**src/rtl/wb_regfile.sv**
```systemverilog
// Writeback stage register file: result mux, write-through bypassed dual read, x10 tap, retire counter.
// Latency: resultw/rd1/rd2 combinational, stored state one cycle; backpressure: none, every writeback commits.
module wb_regfile #(
    parameter int DATA_WIDTH  = 32,
    parameter int WRITE_WIDTH = 5
) (
    input  logic                   clk,
    input  logic                   rst,
    input  logic                   regwritew,
    input  logic [1:0]             resultsrcw,
    input  logic [DATA_WIDTH-1:0]  aluresultw,
    input  logic [DATA_WIDTH-1:0]  readdataw,
    input  logic [DATA_WIDTH-1:0]  pcplus4w,
    input  logic [WRITE_WIDTH-1:0] rdw,
    input  logic [WRITE_WIDTH-1:0] a1,
    input  logic [WRITE_WIDTH-1:0] a2,
    output logic [DATA_WIDTH-1:0]  rd1,
    output logic [DATA_WIDTH-1:0]  rd2,
    output logic [DATA_WIDTH-1:0]  resultw,
    output logic [DATA_WIDTH-1:0]  a0,
    output logic [DATA_WIDTH-1:0]  retired
);
    localparam int                   DEPTH  = 2**WRITE_WIDTH;
    localparam logic [WRITE_WIDTH-1:0] A0_IDX = WRITE_WIDTH'(10);

    logic [DATA_WIDTH-1:0] regs [DEPTH];
    logic [DATA_WIDTH-1:0] retired_q;
    logic                  wr_en;
    logic                  byp_en;

    assign wr_en  = regwritew && (rdw != '0);
    // Bypass is masked in reset so readers see the cleared/stored state, not a write that will be dropped.
    assign byp_en = wr_en && !rst;

    always_comb begin
        resultw = '0;
        case (resultsrcw)
            2'b00:   resultw = aluresultw;
            2'b01:   resultw = readdataw;
            2'b10:   resultw = pcplus4w;
            default: resultw = '0;
        endcase
    end

    always_comb begin
        rd1 = '0;
        if (byp_en && (rdw == a1))
            rd1 = resultw;
        else if (a1 != '0)
            rd1 = regs[a1];
    end

    always_comb begin
        rd2 = '0;
        if (byp_en && (rdw == a2))
            rd2 = resultw;
        else if (a2 != '0)
            rd2 = regs[a2];
    end

    always_ff @(posedge clk) begin
        if (rst) begin
            for (int i = 0; i < DEPTH; i++)
                regs[i] <= '0;
            retired_q <= '0;
        end else begin
            // Counts every committed writeback, including those aimed at x0; wraps silently.
            if (regwritew)
                retired_q <= retired_q + 1'b1;
            if (wr_en)
                regs[rdw] <= resultw;
        end
    end

    assign a0      = regs[A0_IDX];
    assign retired = retired_q;

endmodule

```
**config.mk**
```make
export PLATFORM = sky130hd
export DESIGN_NAME = wb_regfile
export DESIGN_NICKNAME = d
export VERILOG_FILES = /design/src/rtl/wb_regfile.sv
export SDC_FILE = /design/constraint.sdc
export NUM_CORES = 2
export LEC_CHECK = 0
export BUFFER_PORTS_ARGS = -buffer_cell sky130_fd_sc_hd__buf_2
export CORE_ASPECT_RATIO = 1.4
export CORE_MARGIN = 2
export CORE_UTILIZATION = 57
export DETAILED_ROUTE_END_ITERATION = 16
export PLACE_DENSITY_LB_ADDON = 0.15
export SETUP_SLACK_MARGIN = 0.4
export SYNTH_ARGS = -nofsm -noshare
export SYNTH_HDL_FRONTEND = slang
export SYNTH_SLANG_ARGS = --single-unit
```
**constraint.sdc**
```tcl
create_clock -name clk -period 3.2 [get_ports clk]
set_input_delay 0.32 -clock clk [delete_from_list [all_inputs] [get_ports clk]]
set_output_delay 0.32 -clock clk [all_outputs]
set_load 0.01 [all_outputs]
```
==> flow_summary.toml <==
[clocking]
htreeDepth = 3
clk_latency_ns = 0.72
cts_sinks = 1056
cts_root_buffer = "clkbuf_16"
clock_path_buffers = 3
cts_tree = "yes"
cts.reportedPaths.clkPinSlew_ns = 0.06
cts_buffers = 102

[power]
total_power_w = 0.0336
p_leak_nw = 23.7
p_per_area_mw_per_mm2 = 515
p_seq_share_pct = 48.4
pwr-share-comb_pct = 16.2
power_switching_share_pct = 26.8
clkPwrFrac_pct = 35.4
ir_worst_vdd_uv = 400
internal_power_w = 0.0246
p_sw_w = 0.00902

[sta]
finalHoldViolCount = 0
rsz0062_at_grt = "true"
slew_violations = 0
finalWorstSetupSlack_ns = 0.0238
fmax_mhz = 315
tightest_slew_ns = 1.21
fin_tns_setup_ns = 0
slew_headroom_pct = 19.3
period_minus_slack_ns = 3.18
fin_crit_sh_pct = 99.3
finClkSkew_ns = 0.00243
finalSetupViolations = 0

[yosys]
synth-compound-area-share_pct = 7.29
yosysUniqueCellTypes = 58
post_synth.cell_area_avg_um2 = 13.0
yosysWarnings = 0
ys_seq_area_share_pct = 56.6
muxShareOfSynthArea_pct = 21.7
synthSimpleGateAreaFrac_pct = 9.88
synth_top_family_by_area = "multiplexers"
async_flop_share_pct = 0
synth_ff_type = "edfxtp_1"
syn_inst = 4268
synthAdderAreaFrac_pct = 0.0226
syn_area_mm2 = 0.0555
synth_xor_area_share_pct = 0.600
synth_edf_count = 1024
ys_seq_elements = 1056

[grt]
grt_pass1_vias = 41800
grt_util_met1_pct = 50.4
use_met3_pct = 10.9
track_usage_pct = 40.2
grt_overflow = 0
grt_pass1_wl_mm = 285
grt_antenna_before_repair = 13
globalRoute.busiestLayer = "met2"
grt.met2_usage_pct = 62.1
grt_max_degree = 65

[drt]
drc = 0
final_antenna_net_count = 0
wirelength_mm = 203
firstDrtPassIters = 6
wl_per_cell_um = 33.9
vias_per_cell = 7.10
drt_iter0_drc = 7109
vias = 42600

[floorplanning]
start_util_pct = 57.4
rows = 135
dieWidth_um = 268
die-area_mm2 = 0.0998
core_area_mm2 = 0.0966
die_y_um = 373
num_io_pins = 276

[run_status]
outcome = "finished, final reports clean"

[cells_and_area]
layout-area-overhead-vs-synth_pct = 17.8
fin_area_mm2 = 0.0653
drive_gt1_share_pct = 29.6
final_cell_mix = "nor2_1 (1076), edfxtp_1 (1024), mux2i_1 (420)"
final_common_cell = "nor2_1"
nets = 4725
utilization_pct = 67.6

[run]
cap_violations = 0

[critical_path]
endpoint_kind = "primary output"
crit_required_ns = 2.88
path_max_fanout = 3
start_kind = "flop"
path_class = "flop to primary output"
cp.arrival_ns = 2.86

[place]
place_hpwl_mm = 123
dpl_worst_slack_ns = 0.0305
portBuffers = 275
post_dp_cell_area_mm2 = 0.0601
place_congestion = 0.919

[min_path]
hp-class = "primary input to flop"
[cells in the mapped netlist, types with 42 or more instances]
| library cell | instances | share of area (%) |
|---|---|---|
| buf_2 | 74 | 0.67 |
| edfxtp_1 | 1024 | 55 |
| a21oi_1 | 123 | 1.1 |
| a221oi_1 | 87 | 1.4 |
| a22oi_1 | 125 | 1.7 |
| nand3_1 | 60 | 0.54 |
| clkbuf_1 | 315 | 2.1 |
| nand2_1 | 62 | 0.42 |
| mux4_2 | 334 | 14 |
| nor2_1 | 1077 | 7.3 |
| mux2i_1 | 429 | 7.7 |
| o22ai_1 | 42 | 0.47 |
[routing by layer]
metal	up-vias	part of all wire [%]
li1	16900	-
met1	21100	33
met2	3776	46
met3	828	14
met4	14	6.8
met5	-	0.042
[final timing paths]
kind,end,from,slack [ns],cells after the start
hold reg to reg,retired[31],retired[31],0.48,2
hold / removal,regs[2][23],readdataw[23],0.03,3
setup reg to reg,retired[31],retired[12],1.00,5
setup / recovery,rd2[30],regs[10][30],0.02,5
[final cells by class]
cell class	instances	area (um^2)
tap	1301	1630
fill	6903	31300
sequential	1056	31400
antenna	8	20.0
inverter	39	149
multi-input combinational	2761	23500
clock inverter	67	556
timing repair buffer	648	5450
clock buffer	126	2670
[power groups by stage]
| stage | Clock [W] | Combinational (W) | Sequential, W |
|---|---|---|---|
| 2_1_floorplan | 0 | 0.00283 | 0.0164 |
| 3_3_place_gp | 0 | 0.00476 | 0.0165 |
| 3_5_place_dp | 0 | 0.00479 | 0.0166 |
| 4_1_cts | 0.0119 | 0.00509 | 0.0163 |
| 5_1_grt | 0.0125 | 0.00558 | 0.0163 |
| 6_report | 0.0119 | 0.00544 | 0.0163 |
[worst max-delay path: stages, from the launching register on]
cell and delay, ns:
edfxtp_1 0.42, mux4_2 0.49, mux4_2 0.56, or3b_1 0.20
o211ai_1 0.23, buf_2 0.25
[through the flow]
| stage | std cells | hold WS (ns) |
|---|---|---|
| after CTS | 5951 | 0.00679 |
| after global placement | 5718 | 0.460 |
| after global routing | 6000 | 0.0421 |
| after floorplan | 4299 | 0.468 |
| after detailed placement | 5718 | 0.465 |
| final | 6006 | 0.0309 |
[logic make-up after synthesis]
family | after synthesis
compound gates | 569
xor+xnor | 38
fa+ha+maj | 1
buf+inv | 485
flops | 1056
mux | 782
other cells | 1
simple gates | 1336
[sequential cells by signal (all words and copies together), names as in the netlist]
| signal | flops |
|---|---|
| regs | 1024 |
| retired | 32 |
[what timing repair did]
item                       4_1_cts  5_1_grt
gates cloned                     2       10
pin swaps                       65       48
resized for setup              140       64
hold endpoints to repair         4        0
hold buffers                     2        0
setup buffers                   36       37
setup endpoints to repair       54       60
Power figures use the tool's default switching activity.
